$ cat src/rtl/vga_timing_pkg.sv
// 640x480@60 Hz timing constants, shared types and the phase decoder used by
// the display-side blocks.
package vga_timing_pkg;

  localparam int COORD_W = 10;
  localparam int RGB_W   = 3;

  localparam int H_ACTIVE = 640;
  localparam int H_FP     = 16;
  localparam int H_SYNC   = 96;
  localparam int H_BP     = 48;
  localparam int H_TOTAL  = H_ACTIVE + H_FP + H_SYNC + H_BP;

  localparam int V_ACTIVE = 480;
  localparam int V_FP     = 10;
  localparam int V_SYNC   = 2;
  localparam int V_BP     = 33;
  localparam int V_TOTAL  = V_ACTIVE + V_FP + V_SYNC + V_BP;

  // *_SYNC_END is the first position after the pulse (exclusive bound).
  localparam int H_SYNC_START = H_ACTIVE + H_FP;
  localparam int H_SYNC_END   = H_SYNC_START + H_SYNC;
  localparam int V_SYNC_START = V_ACTIVE + V_FP;
  localparam int V_SYNC_END   = V_SYNC_START + V_SYNC;

  localparam int CLK_DIV_DEFAULT = 2;

  typedef logic [COORD_W-1:0] coord_t;
  typedef logic [RGB_W-1:0]   rgb_t;

  typedef enum logic [1:0] {
    PH_ACTIVE = 2'd0,
    PH_FRONT  = 2'd1,
    PH_SYNC   = 2'd2,
    PH_BACK   = 2'd3
  } phase_e;

  typedef struct packed {
    phase_e h_phase;
    phase_e v_phase;
  } sync_dbg_t;

  function automatic phase_e decode_phase(coord_t pos, coord_t front_start,
                                          coord_t sync_start, coord_t back_start);
    if (pos < front_start) begin
      return PH_ACTIVE;
    end else if (pos < sync_start) begin
      return PH_FRONT;
    end else if (pos < back_start) begin
      return PH_SYNC;
    end
    return PH_BACK;
  endfunction

endpackage

$ cat src/rtl/vga_sync_out_if.sv
// Pixel-source and VGA-pin bundle of vga_sync_out. master = timing generator,
// slave = pixel source / connector side.
interface vga_sync_out_if;
  import vga_timing_pkg::*;

  // pixel_tick is the only qualifier: the pixel addressed by pixel_x/pixel_y is
  // consumed on every tick, and the source has no way to stall it.
  rgb_t      px_color;
  coord_t    pixel_x;
  coord_t    pixel_y;
  logic      video_on;
  logic      pixel_tick;
  logic      frame_start;
  logic      hsync_n;
  logic      vsync_n;
  rgb_t      rgb;
  sync_dbg_t dbg;

  modport master (
    input  px_color,
    output pixel_x, pixel_y, video_on, pixel_tick, frame_start,
    output hsync_n, vsync_n, rgb, dbg
  );

  modport slave (
    output px_color,
    input  pixel_x, pixel_y, video_on, pixel_tick, frame_start,
    input  hsync_n, vsync_n, rgb, dbg
  );

endinterface

$ cat src/rtl/vga_sync_out_pixel_tick_gen.sv
// Divides the system clock into a one-clk pixel strobe every CLK_DIV clocks.
// With CLK_DIV=1 the divider stays at zero and the strobe is always high.
module pixel_tick_gen #(
  parameter int CLK_DIV = 2
) (
  input  logic clk,
  input  logic reset_n,
  output logic pixel_tick
);

  localparam int DIV_W = (CLK_DIV > 1) ? $clog2(CLK_DIV) : 1;
  localparam logic [DIV_W-1:0] DIV_LAST = DIV_W'(CLK_DIV - 1);

  logic [DIV_W-1:0] div_q;
  logic [DIV_W-1:0] div_d;

  always_comb begin
    pixel_tick = (div_q == DIV_LAST);
    div_d      = pixel_tick ? '0 : div_q + 1'b1;
  end

  always_ff @(posedge clk) begin
    if (!reset_n) begin
      div_q <= '0;
    end else begin
      div_q <= div_d;
    end
  end

endmodule

$ cat src/rtl/vga_sync_out.sv
// VGA timing generator: h/v counters, coordinate publish to the pixel source,
// and registered hsync_n/vsync_n/rgb pins that lag the counters by one pixel.
module vga_sync_out
  import vga_timing_pkg::*;
#(
  parameter int H_ACT   = H_ACTIVE,
  parameter int H_FRONT = H_FP,
  parameter int H_PULSE = H_SYNC,
  parameter int H_BACK  = H_BP,
  parameter int V_ACT   = V_ACTIVE,
  parameter int V_FRONT = V_FP,
  parameter int V_PULSE = V_SYNC,
  parameter int V_BACK  = V_BP,
  parameter int CLK_DIV = CLK_DIV_DEFAULT
) (
  input logic            clk,
  input logic            reset_n,
  vga_sync_out_if.master bus
);

  localparam int HT = H_ACT + H_FRONT + H_PULSE + H_BACK;
  localparam int VT = V_ACT + V_FRONT + V_PULSE + V_BACK;

  localparam coord_t H_LAST   = coord_t'(HT - 1);
  localparam coord_t H_FP_AT  = coord_t'(H_ACT);
  localparam coord_t H_SYN_AT = coord_t'(H_ACT + H_FRONT);
  localparam coord_t H_BP_AT  = coord_t'(H_ACT + H_FRONT + H_PULSE);
  localparam coord_t V_LAST   = coord_t'(VT - 1);
  localparam coord_t V_FP_AT  = coord_t'(V_ACT);
  localparam coord_t V_SYN_AT = coord_t'(V_ACT + V_FRONT);
  localparam coord_t V_BP_AT  = coord_t'(V_ACT + V_FRONT + V_PULSE);

  logic   tick;
  coord_t h_q, h_d;
  coord_t v_q, v_d;
  logic   hsync_n_q, hsync_n_d;
  logic   vsync_n_q, vsync_n_d;
  rgb_t   rgb_q, rgb_d;
  phase_e h_phase, v_phase;
  logic   h_wrap, v_wrap, video_on;

  pixel_tick_gen #(.CLK_DIV(CLK_DIV)) u_tick (
    .clk        (clk),
    .reset_n    (reset_n),
    .pixel_tick (tick)
  );

  always_comb begin
    h_phase   = decode_phase(h_q, H_FP_AT, H_SYN_AT, H_BP_AT);
    v_phase   = decode_phase(v_q, V_FP_AT, V_SYN_AT, V_BP_AT);
    video_on  = (h_phase == PH_ACTIVE) && (v_phase == PH_ACTIVE);
    h_wrap    = (h_q == H_LAST);
    v_wrap    = (v_q == V_LAST);
    h_d       = h_q;
    v_d       = v_q;
    hsync_n_d = hsync_n_q;
    vsync_n_d = vsync_n_q;
    rgb_d     = rgb_q;
    if (tick) begin
      h_d = h_wrap ? '0 : h_q + 1'b1;
      if (h_wrap) begin
        v_d = v_wrap ? '0 : v_q + 1'b1;
      end
      // Pins capture the decode of the pixel being left, hence the one-pixel lag.
      hsync_n_d = (h_phase != PH_SYNC);
      vsync_n_d = (v_phase != PH_SYNC);
      rgb_d     = video_on ? bus.px_color : '0;
    end
  end

  always_ff @(posedge clk) begin
    if (!reset_n) begin
      h_q       <= '0;
      v_q       <= '0;
      hsync_n_q <= 1'b1;
      vsync_n_q <= 1'b1;
      rgb_q     <= '0;
    end else begin
      h_q       <= h_d;
      v_q       <= v_d;
      hsync_n_q <= hsync_n_d;
      vsync_n_q <= vsync_n_d;
      rgb_q     <= rgb_d;
    end
  end

  assign bus.pixel_x     = h_q;
  assign bus.pixel_y     = v_q;
  assign bus.video_on    = video_on;
  assign bus.pixel_tick  = tick;
  assign bus.frame_start = tick & h_wrap & v_wrap;
  assign bus.hsync_n     = hsync_n_q;
  assign bus.vsync_n     = vsync_n_q;
  assign bus.rgb         = rgb_q;
  assign bus.dbg.h_phase = h_phase;
  assign bus.dbg.v_phase = v_phase;

endmodule

$ cat src/flat_wrapper.sv
// flat-port wrapper written by rule: the top's interface ports become plain ports
module vga_sync_out_flat import vga_timing_pkg::*;
#(
  parameter int H_ACT   = H_ACTIVE,
  parameter int H_FRONT = H_FP,
  parameter int H_PULSE = H_SYNC,
  parameter int H_BACK  = H_BP,
  parameter int V_ACT   = V_ACTIVE,
  parameter int V_FRONT = V_FP,
  parameter int V_PULSE = V_SYNC,
  parameter int V_BACK  = V_BP,
  parameter int CLK_DIV = CLK_DIV_DEFAULT
)
  (clk, reset_n, bus_px_color, bus_pixel_x, bus_pixel_y, bus_video_on, bus_pixel_tick, bus_frame_start, bus_hsync_n, bus_vsync_n, bus_rgb, bus_dbg);
  vga_sync_out_if bus_i ();
  input logic clk;
  input logic reset_n;
  input wire logic [$bits(bus_i.px_color)-1:0] bus_px_color;
  output wire logic [$bits(bus_i.pixel_x)-1:0] bus_pixel_x;
  output wire logic [$bits(bus_i.pixel_y)-1:0] bus_pixel_y;
  output wire logic [$bits(bus_i.video_on)-1:0] bus_video_on;
  output wire logic [$bits(bus_i.pixel_tick)-1:0] bus_pixel_tick;
  output wire logic [$bits(bus_i.frame_start)-1:0] bus_frame_start;
  output wire logic [$bits(bus_i.hsync_n)-1:0] bus_hsync_n;
  output wire logic [$bits(bus_i.vsync_n)-1:0] bus_vsync_n;
  output wire logic [$bits(bus_i.rgb)-1:0] bus_rgb;
  output wire logic [$bits(bus_i.dbg)-1:0] bus_dbg;
  assign bus_i.px_color = bus_px_color;
  assign bus_pixel_x = bus_i.pixel_x;
  assign bus_pixel_y = bus_i.pixel_y;
  assign bus_video_on = bus_i.video_on;
  assign bus_pixel_tick = bus_i.pixel_tick;
  assign bus_frame_start = bus_i.frame_start;
  assign bus_hsync_n = bus_i.hsync_n;
  assign bus_vsync_n = bus_i.vsync_n;
  assign bus_rgb = bus_i.rgb;
  assign bus_dbg = bus_i.dbg;
  vga_sync_out #(.H_ACT(H_ACT), .H_FRONT(H_FRONT), .H_PULSE(H_PULSE), .H_BACK(H_BACK), .V_ACT(V_ACT), .V_FRONT(V_FRONT), .V_PULSE(V_PULSE), .V_BACK(V_BACK), .CLK_DIV(CLK_DIV)) u_core (.clk(clk), .reset_n(reset_n), .bus(bus_i));
endmodule
$ cat config.mk
export PLATFORM = sky130hd
export DESIGN_NAME = vga_sync_out_flat
export DESIGN_NICKNAME = d
export VERILOG_FILES = /design/src/rtl/vga_timing_pkg.sv /design/src/rtl/vga_sync_out_if.sv /design/src/rtl/vga_sync_out_pixel_tick_gen.sv /design/src/rtl/vga_sync_out.sv /design/src/flat_wrapper.sv
export SDC_FILE = /design/constraint.sdc
export NUM_CORES = 1
export LEC_CHECK = 0
export ABC_AREA = 1
export BUFFER_PORTS_ARGS = -buffer_cell sky130_fd_sc_hd__buf_2
export CELL_PAD_IN_SITES_DETAIL_PLACEMENT = 1
export CELL_PAD_IN_SITES_GLOBAL_PLACEMENT = 1
export CORE_UTILIZATION = 24
export DETAILED_ROUTE_END_ITERATION = 16
export PLACE_DENSITY_LB_ADDON = 0.12
export RECOVER_POWER = 50
export SLEW_MARGIN = 40
export SYNTH_ARGS = -nofsm -noshare
export SYNTH_HDL_FRONTEND = slang
export SYNTH_HIERARCHICAL = 1
export SYNTH_SLANG_ARGS = --single-unit
$ cat constraint.sdc
create_clock -name clk -period 3.55 [get_ports clk]
set_input_delay 0.71 -clock clk [delete_from_list [all_inputs] [get_ports clk]]
set_output_delay 0.71 -clock clk [all_outputs]
set_load 0.01 [all_outputs]
==> reports/metrics.cfg, run 1 <==
[clocking]
htree_levels = 1
root_buffer = clkbuf_8
cts_buffer_depth = 2
cts_buffers = 3
cts_hold_buf = 0
cts.repair.resized = 0
clkSinkCount = 26
cts_tree = yes
post_cts_buffers = 0
cts.clk_slew.worst_paths_ps = 90
clkLatencyLatePin_ps = 270

[detailed_routing]
vias = 1383
wirelength_mm = 3.93
post_drt_wl_per_cell_um = 12.8
drt_pass1_iterations = 4
postRouteAntennaNets = 0
vias_per_cell = 4.49
drt_iter0_drc = 25
drc = 0

[cells_and_area]
regArea_um2 = 520
drive_gt1_frac = 0.161
n_antenna_cell = 0
syn_to_final_growth_pct = 18.3
multiInputGateArea_um2 = 757
layout_commonest_cell = nand2_1
fin_nets = 246
layout_common_cells = nand2_1 (48), dfxtp_1 (26), nor2_1 (24)
fill_cells = 739

[floorplanning]
die_area_um2 = 6180
start_util = 0.253
fp.dieW_um = 78.6
dieHeight_um = 78.6
ioPinCount = 37
coreArea_um2 = 5570
num_rows = 27

[timing]
finClkSkew_ps = 7.37
maxSlewViolCount = 0
period_needed_ps = 2510
setup_viol = 0
period_share = 0.708
setup_tns_ps = 0
max_freq_mhz = 398
hold_slack_ps = 473
max_slew_margin = 0.554
worst_pin_slew_ps = 668
rsz0062_at_grt = no
finalHoldViolCount = 0

[global_routing]
antenna_found_initial = 0
grt_usage = 0.132
grt_max_degree = 20
overflow = 0
grt_pass1_wl_mm = 6.44
grt_pass1_vias = 1365

[worst_hold_path]
hold_class = flip-flop to flip-flop
min_path_cells = 2

[power]
power_density_nw_per_um2 = 306
ir_drop_uv = 117
leakagePower_nw = 0.653

[setup_path]
end_kind = primary output
ff2ff_path_depth = 10
critPathRequiredTime_ps = 2840
crit_fanout = 19
worstPathArrival_ps = 1800
start_kind = flip-flop
critPathKind = flip-flop to primary output

[logic_synthesis]
yosys_register_bits = 26
synth_area_um2 = 1410
synth.avg_cell_area_um2 = 7.04
ys_warn_count = 6
synth_nets = 208
synth-seq-area-share = 0.370
synth_cell_types = 32
synthCells = 200

[place]
post-dp-hpwl_mm = 3.01
io_buffers = 36
place.gp.congestion = 0.719

[job]
max-cap-violations = 0

[status]
status = finished clean

==> report_power, final <==
| group | internal, mW | switching [mW] | total, mW |
|---|---|---|---|
| Sequential | 0.298 | 0.00452 | 0.303 |
| Clock | 0.0762 | 0.0971 | 0.173 |
| Combinational | 0.0111 | 0.0222 | 0.0333 |
==> routing by layer <==
layer | vias up | part of all wire | GRT usage
met5 | - | 0 | 0
met3 | 2 | 0.033 | 0.0186
met2 | 20 | 0.48 | 0.230
met4 | 0 | 0.0046 | 0.0389
met1 | 639 | 0.48 | 0.166
li1 | 722 | - | -
==> flip-flops by register name (all words and copies together) (netlist names) <==
signal and flops:
u_core/bus.rgb 3, u_core/bus.hsync_n 1, u_core/bus.pixel_y 10, u_core/bus.vsync_n 1
u_core/u_tick/pixel_tick 1, u_core/bus.pixel_x 10
==> logic make-up after synthesis <==
| kind of cell | share of synthesized area |
|---|---|
| compound gates | 0.128 |
| xor+xnor | 0.0187 |
| fa+ha+maj | 0.0267 |
| buf+inv | 0.0853 |
| flops | 0.370 |
| simple gates | 0.372 |
==> worst max-delay path, stage by stage (launching register included) <==
cell and delay (ps):
dfxtp_1 400, ha_1 210, inv_1 50, nor2_1 210, nand4_4 320, nor2_1 190
buf_2 150
==> cell type report <==
| class | instances | share of cell area |
|---|---|---|
| inverter | 25 | 0.0571 |
| multi-input combinational | 145 | 0.455 |
| timing repair buffer | 37 | 0.0969 |
| sequential | 26 | 0.313 |
| tap | 72 | 0.0541 |
| clock buffer | 3 | 0.0248 |
==> through the flow <==
step | cell area [um^2] | power (mW) | utilization | std cells | setup slack [ps]
6_report | 1670 | 0.509 | 0.299 | 308 | 1040
5_1_grt | 1670 | 0.530 | 0.299 | 308 | 874
4_1_cts | 1700 | 0.520 | 0.305 | 308 | 1060
3_5_place_dp | 1660 | 0.346 | 0.298 | 305 | 1390
3_3_place_gp | 1660 | 0.346 | 0.298 | 305 | 1410
2_1_floorplan | 1410 | 0.331 | - | 200 | 1500
==> path summary, 6_finish.rpt <==
path | to | slack, ps | from
max reg2reg | u_core/bus.pixel_x[9] | 1620 | u_core/u_tick/pixel_tick
min | u_core/bus.hsync_n | 470 | u_core/bus.hsync_n
min reg2reg | u_core/bus.hsync_n | 470 | u_core/bus.hsync_n
max | bus_frame_start | 1040 | u_core/bus.pixel_x[0]
==> Yosys cell counts (all sizes together) <==
library cell | n | area (um^2)
o31ai | 1 | 7.51
o21bai | 1 | 7.51
a31oi | 1 | 6.26
nand2 | 51 | 199
clkbuf | 1 | 3.75
ha | 3 | 37.5
xnor2 | 2 | 17.5
inv | 23 | 86.3
dfxtp | 26 | 521
o21ai | 10 | 61.3
buf | 3 | 21.3
nor2 | 28 | 125
a21oi | 18 | 90.1
clkinv | 2 | 8.75
nand3b | 1 | 7.51
nor3 | 8 | 65.1
nor3b | 2 | 15.0
xor2 | 1 | 8.76
o21a | 1 | 7.51
nand3 | 12 | 65.1
nand4 | 5 | 46.3
Power figures use the tool's default switching activity.
==> run 2: changes to the inputs <==
==> constraint.sdc (replaced) <==
create_clock -name clk -period 2.58 [get_ports clk]
set_input_delay 0.516 -clock clk [delete_from_list [all_inputs] [get_ports clk]]
set_output_delay 0.516 -clock clk [all_outputs]
set_load 0.01 [all_outputs]
==> run 2 against run 1 <==
Compared with the run above:
- critical endpoint unchanged
- worst hold slack improved by 6.7 ps
- total power rose by 58%
- register-to-register slack got worse by 780 ps
- largest power group unchanged
- critical path depth rose by 1
==> reports/metrics.cfg, run 2 (synthesis gave the netlist of run 1 again) <==
[status]
status = finished clean

[clocking]
clkSinkCount = 26
cts.repair.resized = 0
cts_tree = yes
cts_buffer_depth = 2
cts.clk_slew.worst_paths_ps = 100
post_cts_buffers = 0
clkLatencyLatePin_ps = 270
root_buffer = clkbuf_8
cts_buffers = 3
cts_hold_buf = 0
htree_levels = 1

[setup_path]
end_kind = primary output
critical_path_buf_inv_count = 2
regToRegSetupSlack_ps = 840
critPathRequiredTime_ps = 2060
cp_slowest_stage_delay_ps = 480
timing.rr.start = u_core/bus.pixel_x[0]
critPathKind = flip-flop to primary output
critPathSlowestCell = dfxtp_1
cp_common_cell = nor2_1
worstPathArrival_ps = 1570
start_kind = flip-flop
crit_fanout = 8
ff2ff_path_depth = 9
cpLargestDelayFamily = flip-flops
worstReg2RegEnd = u_core/bus.pixel_y[2]
path_cells = inv_1 -> ha_1 -> nand2_1 -> nor2_1 -> nand3_1 -> nor2_1 -> buf_2

[global_routing]
grt_pass1_vias = 1340
grt_pass1_wl_mm = 6.52
grt_usage = 0.136
grt_max_degree = 19
antenna_found_initial = 0
overflow = 0

[detailed_routing]
vias = 1377
vias_per_cell = 4.44
post_drt_wl_per_cell_um = 12.8
drt_iter0_drc = 49
drt_pass1_iterations = 4
wirelength_mm = 3.96
drc = 0
postRouteAntennaNets = 0

[floorplanning]
num_rows = 27
fp.dieW_um = 78.6
dieHeight_um = 78.6
ioPinCount = 37
die_area_um2 = 6180
start_util = 0.253
coreArea_um2 = 5570

[timing]
setup_viol = 0
max_freq_mhz = 479
period_needed_ps = 2090
finClkSkew_ps = 6.63
worst_pin_slew_ps = 662
hold_slack_ps = 480
maxSlewViolCount = 0
period_share = 0.809
rsz0062_at_grt = no
max_slew_margin = 0.559
setup_tns_ps = 0
finalHoldViolCount = 0

[worst_hold_path]
hold_class = primary input to flip-flop
min_to = u_core/bus.rgb[1]
hold_path.startpoint = bus_px_color[1]
min_path_cells = 3

[power]
ir_drop_uv = 281
power_density_nw_per_um2 = 473
leakagePower_nw = 0.664

[cells_and_area]
regArea_um2 = 520
layout_commonest_cell = nand2_1
layout_common_cells = nand2_1 (48), dfxtp_1 (26), nor2_1 (23)
fill_cells = 725
fin_nets = 247
drive_gt1_frac = 0.168
multiInputGateArea_um2 = 764
syn_to_final_growth_pct = 21.3
n_antenna_cell = 0

[job]
max-cap-violations = 0

[place]
post-dp-hpwl_mm = 3.15
place.gp.congestion = 0.785
io_buffers = 36

## run 2: worst min-delay path: stages
cell and delay (ps):
buf_2 90, nand2_1 50, a21oi_1 50
## run 2: power by group
| part | total, mW | leakage, nW | internal (mW) | switching (mW) |
|---|---|---|---|---|
| sequential | 0.419 | 0.211 | 0.410 | 0.00831 |
| combinational | 0.0447 | 0.417 | 0.0153 | 0.0294 |
| clock | 0.344 | 0.0357 | 0.208 | 0.136 |
| total | 0.807 | 0.664 | 0.633 | 0.174 |
## run 2: cell type report
| class | count | share of cell area |
|---|---|---|
| well taps | 72 | 0.0527 |
| clock buffers | 3 | 0.0242 |
| inverters | 25 | 0.0557 |
| repair buffers | 38 | 0.0974 |
| clock inverters | 1 | 0.0176 |
| multi-input cells | 145 | 0.448 |
| flip-flops and latches | 26 | 0.305 |
## run 2: routing by layer
layer,routed length [um],GRT usage,part of all wire,vias to the layer above
met2,1890,0.237,0.48,23
met5,0,0,0,-
met3,146,0.0221,0.037,2
met1,1910,0.171,0.48,631
met4,18,0.0333,0.0045,0
li1,-,-,-,721
## run 2: stage by stage
step / util / area, um^2 / setup slack [ps] / cells / total power, mW
2_1_floorplan: - / 1410 / 721 / 200 / 0.455
3_3_place_gp: 0.299 / 1670 / 800 / 306 / 0.476
3_5_place_dp: 0.299 / 1670 / 789 / 306 / 0.477
4_1_cts: 0.312 / 1740 / 472 / 310 / 0.827
5_1_grt: 0.306 / 1710 / 367 / 310 / 0.846
6_report: 0.306 / 1710 / 493 / 310 / 0.807
## run 2: worst max-delay path by stage
stage | cells past startpoint | end | start | slack, ps
after floorplan | 6 | bus_frame_start | u_core/bus.pixel_x[0] | 720
after global placement | 5 | bus_frame_start | u_core/bus.pixel_y[3] | 800
after detailed placement | 7 | bus_frame_start | u_core/bus.pixel_y[0] | 790
after CTS | 7 | bus_frame_start | u_core/bus.pixel_y[0] | 470
after global routing | 6 | bus_frame_start | u_core/bus.pixel_x[0] | 370
final | 7 | bus_frame_start | u_core/bus.pixel_y[0] | 490
